## src/rtl/neuron_pkg.sv

```systemverilog
// Shared types and constants for the neuron accumulator stage.
// Optional feature: define NEURON_RELU_EN for ReLU activation (default: identity).
package neuron_pkg;

  localparam int PROD_W     = 16;
  localparam int ACC_W      = 24;
  localparam int OUT_W      = 8;
  localparam int FRAC_SHIFT = 8;
  localparam int MAX_TERMS  = 16;

  // One extra bit so the counter can hold MAX_TERMS itself.
  localparam int CNT_W = $clog2(MAX_TERMS) + 1;

  // Output clamp bounds expressed at accumulator width.
  localparam logic signed [ACC_W-1:0] OUT_HI = ACC_W'((1 << (OUT_W - 1)) - 1);
  localparam logic signed [ACC_W-1:0] OUT_LO = ~OUT_HI;

  typedef enum logic [1:0] {ACCUM, BIAS, ACT, OUT} state_t;

  // Sign-magnitude product as delivered by the multiplier.
  typedef struct packed {
    logic              sign;
    logic [PROD_W-2:0] mag;
  } sm_prod_t;

  // Sign-extend a two's-complement PROD_W value to ACC_W.
  function automatic logic signed [ACC_W-1:0] sext_prod(input logic [PROD_W-1:0] v);
    return {{(ACC_W - PROD_W){v[PROD_W-1]}}, v};
  endfunction

endpackage

```

## src/rtl/neuron_accumulator_sm_to_twos.sv

```systemverilog
// Combinational sign-magnitude to two's-complement converter.
// Negative zero maps to zero because negating a zero magnitude yields zero.
module sm_to_twos
  import neuron_pkg::*;
(
  input  sm_prod_t                 prod,
  output logic signed [ACC_W-1:0]  value
);

  logic [ACC_W-1:0] mag_ext;

  assign mag_ext = {{(ACC_W - PROD_W + 1){1'b0}}, prod.mag};
  assign value   = prod.sign ? -mag_ext : mag_ext;

endmodule

```

## src/rtl/neuron_accumulator.sv

```systemverilog
// Neuron accumulator: sums a frame of sign-magnitude products, adds bias,
// rescales, activates/saturates and emits one output per frame.
// Optional feature: NEURON_RELU_EN selects ReLU activation; otherwise the
// activation is identity with a signed clamp.
module neuron_accumulator
  import neuron_pkg::*;
(
  input  logic              clk,
  input  logic              rst,
  input  logic              in_valid,
  output logic              in_ready,
  input  logic [PROD_W-1:0] in_prod,
  input  logic              in_last,
  input  logic [PROD_W-1:0] bias,
  output logic              out_valid,
  input  logic              out_ready,
  output logic [OUT_W-1:0]  out_data,
  output logic              out_sat,
  output logic              out_trunc
);

  state_t                   state;
  logic signed [ACC_W-1:0]  acc;
  logic [CNT_W-1:0]         cnt;
  logic [PROD_W-1:0]        bias_q;
  logic                     trunc_q;

  logic signed [ACC_W-1:0]  conv_val;
  logic signed [ACC_W-1:0]  shifted;
  logic [OUT_W-1:0]         act_data;
  logic                     act_sat;
  logic                     accept;
  logic                     frame_end;

  sm_to_twos u_conv (
    .prod  (sm_prod_t'(in_prod)),
    .value (conv_val)
  );

  assign accept    = in_valid && in_ready;
  assign frame_end = in_last || (cnt == CNT_W'(MAX_TERMS - 1));

  // acc is signed, so this floors toward -inf.
  assign shifted = acc >>> FRAC_SHIFT;

  // Clamp the rescaled sum into the signed output range, then apply activation.
  always_comb begin
    act_data = shifted[OUT_W-1:0];
    act_sat  = 1'b0;
    if (shifted > OUT_HI) begin
      act_data = OUT_HI[OUT_W-1:0];
      act_sat  = 1'b1;
    end else if (shifted < OUT_LO) begin
      act_data = OUT_LO[OUT_W-1:0];
      act_sat  = 1'b1;
    end
`ifdef NEURON_RELU_EN
    // Negative results are the normal ReLU zero, not a saturation event.
    if (shifted[ACC_W-1]) begin
      act_data = '0;
      act_sat  = 1'b0;
    end
`endif
  end

  // Frame sequencer with registered handshake outputs.
  always_ff @(posedge clk) begin
    if (rst) begin
      state     <= ACCUM;
      acc       <= '0;
      cnt       <= '0;
      bias_q    <= '0;
      trunc_q   <= 1'b0;
      in_ready  <= 1'b1;
      out_valid <= 1'b0;
      out_data  <= '0;
      out_sat   <= 1'b0;
      out_trunc <= 1'b0;
    end else begin
      case (state)
        ACCUM: begin
          if (accept) begin
            acc <= acc + conv_val;
            cnt <= cnt + 1'b1;
            // The bias belongs to the frame, so latch it with the first term.
            if (cnt == '0) bias_q <= bias;
            if (frame_end) begin
              trunc_q  <= !in_last;
              in_ready <= 1'b0;
              state    <= BIAS;
            end
          end
        end
        BIAS: begin
          acc   <= acc + sext_prod(bias_q);
          state <= ACT;
        end
        ACT: begin
          out_data  <= act_data;
          out_sat   <= act_sat;
          out_trunc <= trunc_q;
          out_valid <= 1'b1;
          state     <= OUT;
        end
        OUT: begin
          if (out_ready) begin
            out_valid <= 1'b0;
            out_sat   <= 1'b0;
            out_trunc <= 1'b0;
            trunc_q   <= 1'b0;
            acc       <= '0;
            cnt       <= '0;
            in_ready  <= 1'b1;
            state     <= ACCUM;
          end
        end
        default: begin
          state    <= ACCUM;
          in_ready <= 1'b1;
        end
      endcase
    end
  end

endmodule

```

## config.mk

```make
export PLATFORM = sky130hd
export DESIGN_NAME = neuron_accumulator
export DESIGN_NICKNAME = d
export VERILOG_FILES = /design/src/rtl/neuron_pkg.sv /design/src/rtl/neuron_accumulator_sm_to_twos.sv /design/src/rtl/neuron_accumulator.sv
export SDC_FILE = /design/constraint.sdc
export NUM_CORES = 1
export LEC_CHECK = 0
export ABC_AREA = 1
export CORE_MARGIN = 4
export CORE_UTILIZATION = 35
export DETAILED_ROUTE_END_ITERATION = 10
export GPL_ROUTABILITY_DRIVEN = 1
export PLACE_DENSITY = 0.6
export SKIP_CTS_REPAIR_TIMING = 1
export SLEW_MARGIN = 20
export SYNTH_ARGS = -nofsm -noshare
export SYNTH_HDL_FRONTEND = slang
export SYNTH_HIERARCHICAL = 1
export SYNTH_SLANG_ARGS = --single-unit
```

## constraint.sdc

```tcl
create_clock -name clk -period 3.7 [get_ports clk]
set_input_delay 0.74 -clock clk [delete_from_list [all_inputs] [get_ports clk]]
set_output_delay 0.74 -clock clk [all_outputs]
set_load 0.02 [all_outputs]
```

==> out/metrics.csv, run 1 <==
stage,metric,value,unit
run_status,status,"complete, no violations",
floorplan,IO Pins,49,
floorplan,die height,126,um
power,PwrDens,805,mW/mm2
min_path,HP Class,flip-flop to flip-flop,
cts,clock latency on the worst-skew pair,0.34,ns
detailed_routing,vias after detailed routing,5007,
global_route,GRT Util Overall,17.3,%
finish,area grow syn2layout,20.5,%
synthesis,ranking of synthesized cells by area,"dfxtp_1 (25%), nand2_1 (22%), inv_1 (8.7%)",
timing,"Hold Violations, Final",0,
synthesis,share of the synthesized area in the top cell type,24.9,%
timing,"Worst Setup Slack, final",0.401,ns
setup_path,Worst EP required,3.91,ns
setup_path,crit path cell chain,clkdlybuf4s50_1 > inv_1 > ha_1 > nand3_1 > nand2_1 > nand2_1 > xor2_1 > nand2_1 > nand2_1 > ha_1 > nand2_1 > nor2_1 > nand3_1 > nand3_1 > nand2_1 > nand2_1 > nand2_1 > nand3_1 > a21oi_1,
synthesis,Yosys top cell by area,dfxtp_1,
min_path,hold wc startpoint,out_data[4]$_SDFFE_PP0P_,
finish,final cell count without fillers,1049,
cts,clk slew on worst S/H paths,0.05,ns
synthesis,Avg Synthesized Cell Area,5.91,um2
place,Place WS,0.0678,ns
setup_path,cell mode on critical path,nand2_1,
setup_path,"Buf+Inv Stages, Crit Path",2,
power,VDD IR max,0.000438,V
place,DPL Wire Length,10700,um
synthesis,"Seq/Total Area, Yosys",24.9,%
setup_path,reg2reg setup slack,0.86,ns
finish,post-route cell area,0.00583,mm2
timing,Tcrit/Tclk final,89.2,%
cts,Clock Tree Root,clkbuf_16,
cts,Num CTS Buffers,9,
detailed_routing,vias per cell,4.77,
detailed_routing,first drt pass iteration count,5,
setup_path,Register-to-Register Path Depth,16,
global_route,antenna violations before repair,0,
setup_path,R2R Path End,acc[16]$_SDFFE_PP0P_,
synthesis,Post-Synthesis Cells,818,
min_path,hold path endpoint,out_data[4]$_SDFFE_PP0P_,
finish,"Net count, final",937,
setup_path,Critical Path AT,3.51,ns
setup_path,Top Family by Delay on Critical Path,simple AND/OR/NAND/NOR gates,
floorplan,core area,0.0134,mm2
synthesis,Post-synth EDFFs,0,
finish,ANT cells,0,
place,gp weighted congestion,0.957,
floorplan,Initial Util,36.1,%
finish,ratio of cells with drive above 1 in the final layout,5.96,%
setup_path,Worst path max stage delay,0.42,ns
synthesis,Ys Warns,6,
synthesis,asr flop ratio synth,0,%
place,placed inst area,0.00550,mm2
floorplan,Die ar.,0.0158,mm2
synthesis,Post-Syn Nets,887,
detailed_routing,final WL,13400,um
timing,setup_tns,0,ns
timing,Rel. slew slack,58.0,%
timing,Final Hold Slack,0.463,ns
setup_path,CP startpoint kind,input port,
floorplan,Site Rows,42,
synthesis,Netlist cell types,42,
detailed_routing,DRC,0,
flow_run,Max Cap Viol,0,
cts,Max clock buf depth,2,
timing,fin crit period,3.30,ns
timing,Max Fclk,303,MHz
timing,RSZ-0062 raised after global routing,no,
place,PortBufs,48,
detailed_routing,Initial DRC Count,337,
synthesis,Synth top cells by count,"nand2_1 (285), inv_1 (112), nor2_1 (95)",
synthesis,Post-Syn Area,0.00483,mm2
timing,fin. max-slew vios,0,
power,total power,4.69,mW
setup_path,Worst Path Max Fanout,6,
setup_path,critical path class,input port to flip-flop,
place,Cells after DPL,1033,
synthesis,synthesis-stage register bit count,60,
detailed_routing,Post-DRT Antenna Nets,0,
timing,Final setup viols,0,
min_path,hold path depth,2,
global_route,vias in the first global route,4586,
power,Leakage,2.85,nW
global_route,GR Overflow Total,0,
finish,Final Util,43.5,%
setup_path,Reg-to-Reg Start,state[1]$_SDFFE_PP0P_,
timing,Clock Skew,0.00755,ns
synthesis,top-count cell post-synth,nand2_1,
cts,CTS tree,built,
timing,slew at the pin closest to its max-slew limit,0.630,ns
cts,clock net sink count,60,
setup_path,Crit-path slowest cell,clkdlybuf4s50_1,
synthesis,"Top FF cell, synth",dfxtp_1,
setup_path,crit end category,flip-flop,
global_route,global-route wire length before repair,22300,um
detailed_routing,WL/cell,12.8,um
cts,H-tree lvl count,3,
global_route,largest net degree at the start of global routing,38,
floorplan,Die Wd,126,um
==> worst register-to-register path: cells and delay by family (launching register included) <==
kind            cells  cell delay (ns)
compound gates      2             0.37
fa+ha+maj           3             0.85
buf+inv             3             0.40
flops               1             0.35
simple gates        8             0.74
==> routing by layer <==
layer	GRT usage (%)	routed length, um	vias to the layer above
li1	-	-	2688
met1	21.7	6080	2195
met2	30.5	6590	112
met3	3.07	573	12
met4	4.66	171	0
met5	0	0	-
==> logic make-up after synthesis <==
logic type / synth area share (%)
AND/OR/NAND/NOR: 40.5
AO/OA/AOI/OAI: 13.0
adder cells (fa/ha/maj): 8.44
buffers and inverters: 11.5
flip-flops: 24.9
XOR/XNOR: 1.61
==> final cells by class <==
type / count / area (um2)
Multi-Input combinational cell: 621 / 3080
Tap cell: 176 / 220
Clock inverter: 5 / 83.8
Sequential cell: 60 / 1200
Inverter: 118 / 447
Fill cell: 1461 / 7570
Clock buffer: 11 / 243
Timing Repair Buffer: 58 / 556
==> registers in the layout (all words and copies together) (netlist names) <==
signal	count
state	2
out_valid	1
bias_q	16
trunc_q	1
acc	24
out_sat	1
in_ready	1
out_data	8
out_trunc	1
cnt	5
==> power breakdown <==
| part | switching [mW] | leakage [nW] | internal [mW] |
|---|---|---|---|
| logic | 1.76 | 2.21 | 0.963 |
| clock network | 0.315 | 0.152 | 0.610 |
| registers | 0.168 | 0.493 | 0.870 |
==> cell usage in the layout (no fill, tap or decap), drive strengths merged, types with 3 or more instances in the layout <==
cell	synthesis	routed
nor3	6	6
o21ai	44	44
nand3b	7	7
clkdlybuf4s50	0	48
clkinv	3	3
nand4	16	16
ha	31	31
or2	3	3
nand2	291	291
a21oi	59	59
a31oi	4	4
inv	115	116
buf	12	10
dfxtp	60	60
xor2	6	6
nor2	100	100
clkbuf	7	11
nand3	40	40
==> worst max path at each step <==
stage | startpoint | endpoint | depth (start not counted)
floorplan | in_prod[0] | acc[16]$_SDFFE_PP0P_ | 17
global placement | in_prod[0] | acc[9]$_SDFFE_PP0P_ | 17
detailed placement | in_prod[0] | acc[18]$_SDFFE_PP0P_ | 19
CTS | in_prod[0] | acc[18]$_SDFFE_PP0P_ | 19
global route | in_prod[1] | acc[17]$_SDFFE_PP0P_ | 18
finish | in_prod[0] | acc[18]$_SDFFE_PP0P_ | 19
Note: power is estimated with default switching activity, not from simulation.
==> run 2: changes to the inputs <==
--- a/config.mk
+++ b/config.mk
@@ -10,7 +10,7 @@
 export CORE_UTILIZATION = 35
 export DETAILED_ROUTE_END_ITERATION = 10
 export GPL_ROUTABILITY_DRIVEN = 1
-export PLACE_DENSITY = 0.6
+export PLACE_DENSITY = 0.61
 export SKIP_CTS_REPAIR_TIMING = 1
 export SLEW_MARGIN = 20
 export SYNTH_ARGS = -nofsm -noshare
==> constraint.sdc (replaced) <==
create_clock -name clk -period 2.67 [get_ports clk]
set_input_delay 0.534 -clock clk [delete_from_list [all_inputs] [get_ports clk]]
set_output_delay 0.534 -clock clk [all_outputs]
set_load 0.02 [all_outputs]
==> out/metrics.csv, run 2 (synthesis gave the netlist of run 1 again) <==
stage,metric,value,unit,change
run_status,status,"complete, no violations",,unchanged
place,Place WS,-0.717,ns,was 0.0678 ns
power,VDD IR max,0.000626,V,was 0.000438 V
global_route,GRT Util Overall,18.0,%,was 17.3%
timing,setup_tns,0,ns,unchanged
setup_path,R2R Path End,acc[7]$_SDFFE_PP0P_,,was acc[16]$_SDFFE_PP0P_
timing,"Worst Setup Slack, final",0.0800,ns,was 0.401 ns
floorplan,die height,126,um,unchanged
timing,Final setup viols,0,,unchanged
timing,Rel. slew slack,55.3,%,was 58.0%
power,Leakage,3.43,nW,was 2.85 nW
timing,Clock Skew,0.00780,ns,was 0.00755 ns
power,PwrDens,1120,mW/mm2,was 805 mW/mm2
global_route,global-route wire length before repair,23200,um,"was 22,300 um"
floorplan,Initial Util,36.1,%,unchanged
floorplan,Site Rows,42,,unchanged
global_route,largest net degree at the start of global routing,37,,was 38
floorplan,IO Pins,49,,unchanged
setup_path,critical path class,input port to flip-flop,,unchanged
setup_path,Worst path max stage delay,0.23,ns,was 0.42 ns
floorplan,Die ar.,0.0158,mm2,unchanged
place,PortBufs,48,,unchanged
setup_path,cell mode on critical path,nand2_1,,unchanged
setup_path,Worst Path Max Fanout,6,,unchanged
min_path,hold wc startpoint,out_data[6]$_SDFFE_PP0P_,,was out_data[4]$_SDFFE_PP0P_
timing,Max Fclk,386,MHz,
finish,"commonest non-fill, non-tap cell in the layout",nand2_1,,unchanged
setup_path,Top Family by Delay on Critical Path,simple AND/OR/NAND/NOR gates,,unchanged
finish,ratio of cells with drive above 1 in the final layout,24.1,%,was 5.96%
flow_run,Max Cap Viol,0,,unchanged
detailed_routing,WL/cell,13.1,um,was 12.8 um
finish,area grow syn2layout,43.7,%,was 20.5%
detailed_routing,final WL,14900,um,"was 13,400 um"
setup_path,CP startpoint kind,input port,,unchanged
timing,fin crit period,2.59,ns,
setup_path,crit end category,flip-flop,,unchanged
detailed_routing,DRC,0,,unchanged
setup_path,reg2reg setup slack,0.26,ns,was 0.86 ns
floorplan,Die Wd,126,um,unchanged
setup_path,Reg-to-Reg Start,state[1]$_SDFFE_PP0P_,,unchanged
finish,"Net count, final",1021,,was 937
detailed_routing,vias per cell,4.81,,was 4.77
setup_path,crit path cell chain,clkbuf_2 > inv_2 > ha_4 > nand3_1 > nand2_2 > nand2_1 > xor2_1 > nand2_1 > nand2_2 > ha_4 > nand2_2 > inv_1 > a21oi_2 > buf_4 > buf_4 > nand2_1 > nand2_1 > nand3_1 > a21oi_1,,was clkdlybuf4s50_1 > inv_1 > ha_1 > nand3_1 > nand2_1 > nand2_1 > xor2_1 > nand2_1 > nand2_1 > ha_1 > nand2_1 > nor2_1 > nand3_1 > nand3_1 > nand2_1 > nand2_1 > nand2_1 > nand3_1 > a21oi_1
detailed_routing,Initial DRC Count,289,,was 337
global_route,antenna violations before repair,0,,unchanged
min_path,hold path endpoint,out_data[6]$_SDFFE_PP0P_,,was out_data[4]$_SDFFE_PP0P_
place,gp weighted congestion,0.917,,was 0.957
timing,fin. max-slew vios,0,,unchanged
global_route,GR Overflow Total,0,,unchanged
finish,"commonest cells after routing, fill and taps aside","nand2_1 (251), inv_1 (103), buf_4 (89)",,"was nand2_1 (285), inv_1 (112), nor2_1 (95)"
global_route,vias in the first global route,4995,,"was 4,586"
setup_path,Worst EP required,2.93,ns,was 3.91 ns
cts,clk slew on worst S/H paths,0.05,ns,about the same
timing,"Hold Violations, Final",0,,unchanged
finish,ANT cells,0,,unchanged
place,DPL Wire Length,11200,um,"was 10,700 um"
cts,Num CTS Buffers,9,,unchanged
finish,Reg with most FFs,acc,,unchanged
setup_path,Critical Path AT,2.85,ns,was 3.51 ns
timing,slew at the pin closest to its max-slew limit,0.664,ns,was 0.630 ns
detailed_routing,Post-DRT Antenna Nets,0,,unchanged
setup_path,Register-to-Register Path Depth,14,,was 16
min_path,HP Class,flip-flop to flip-flop,,unchanged
floorplan,core area,0.0134,mm2,unchanged
setup_path,Crit-path slowest cell,xor2_1,,was clkdlybuf4s50_1
timing,Tcrit/Tclk final,97.0,%,
cts,clock net sink count,60,,unchanged
cts,H-tree lvl count,3,,unchanged
setup_path,"Buf+Inv Stages, Crit Path",5,,was 2
finish,max reg flops,24,,unchanged
cts,Max clock buf depth,2,,unchanged
power,total power,7.78,mW,was 4.69 mW
cts,Clock Tree Root,clkbuf_16,,unchanged
min_path,hold path depth,2,,unchanged
finish,largest registers,"acc (24), bias_q (16), out_data (8)",,unchanged
cts,CTS tree,built,,unchanged
cts,clock latency on the worst-skew pair,0.35,ns,was 0.34 ns
detailed_routing,first drt pass iteration count,5,,unchanged
detailed_routing,vias after detailed routing,5451,,"was 5,007"
[run 2: final cells by class]
cell class	instances	area, um2
Timing Repair Buffer	142	1260
Inverter	118	449
Tap cell	176	220
Sequential cell	60	1200
Multi-Input combinational cell	621	3500
Fill cell	1371	6450
Clock buffer	13	270
Clock inverter	3	43.8
[run 2: power by group]
group          leakage [nW]  switching [mW]  total (mW)  internal (mW)
combinational          2.78            2.92        5.08           2.17
sequential            0.493           0.256        1.46           1.21
clock                 0.156           0.431        1.23          0.798
total                  3.43            3.60        7.78           4.17
[run 2: how the worst max path moves through the flow]
stage / cells past startpoint / slack, ns / from / end
floorplan: 18 / 0.11 / state[1]$_SDFFE_PP0P_ / acc[12]$_SDFFE_PP0P_
global placement: 19 / -0.73 / in_prod[0] / acc[17]$_SDFFE_PP0P_
detailed placement: 19 / -0.72 / in_prod[0] / acc[18]$_SDFFE_PP0P_
CTS: 19 / -0.36 / in_prod[0] / acc[18]$_SDFFE_PP0P_
global route: 18 / -0.07 / in_prod[15] / acc[12]$_SDFFE_PP0P_
finish: 19 / 0.08 / in_prod[0] / acc[12]$_SDFFE_PP0P_
[run 2: worst reg2reg max path: stages (launching register included)]
cell and delay (ns):
dfxtp_1 0.32, inv_1 0.10, ha_2 0.24, buf_4 0.25, nand2_1 0.09, nand2_1 0.08, ha_2 0.30, nand2_2 0.13
inv_1 0.08, a21oi_2 0.16, nand2_2 0.11, buf_4 0.15, a21oi_1 0.11, o21ai_0 0.10, a21oi_1 0.12
[run 2: routing by layer]
layer / part of all wire (%) / vias up / track usage [%]
li1: - / 2853 / -
met4: 2.0 / 0 / 5.17
met2: 49 / 94 / 30.3
met5: 0 / - / 0
met1: 45 / 2483 / 23.1
met3: 4.4 / 21 / 3.88
[run 2: through the flow]
step | hold slack (ns) | std cells | util (%) | cell area [um2]
2_1_floorplan | 0.443 | 818 | - | 4830
3_3_place_gp | 0.457 | 1098 | 44.8 | 6000
3_5_place_dp | 0.454 | 1098 | 44.8 | 6000
4_1_cts | 0.463 | 1114 | 47.1 | 6310
5_1_grt | 0.475 | 1133 | 51.8 | 6950
6_report | 0.463 | 1133 | 51.8 | 6950
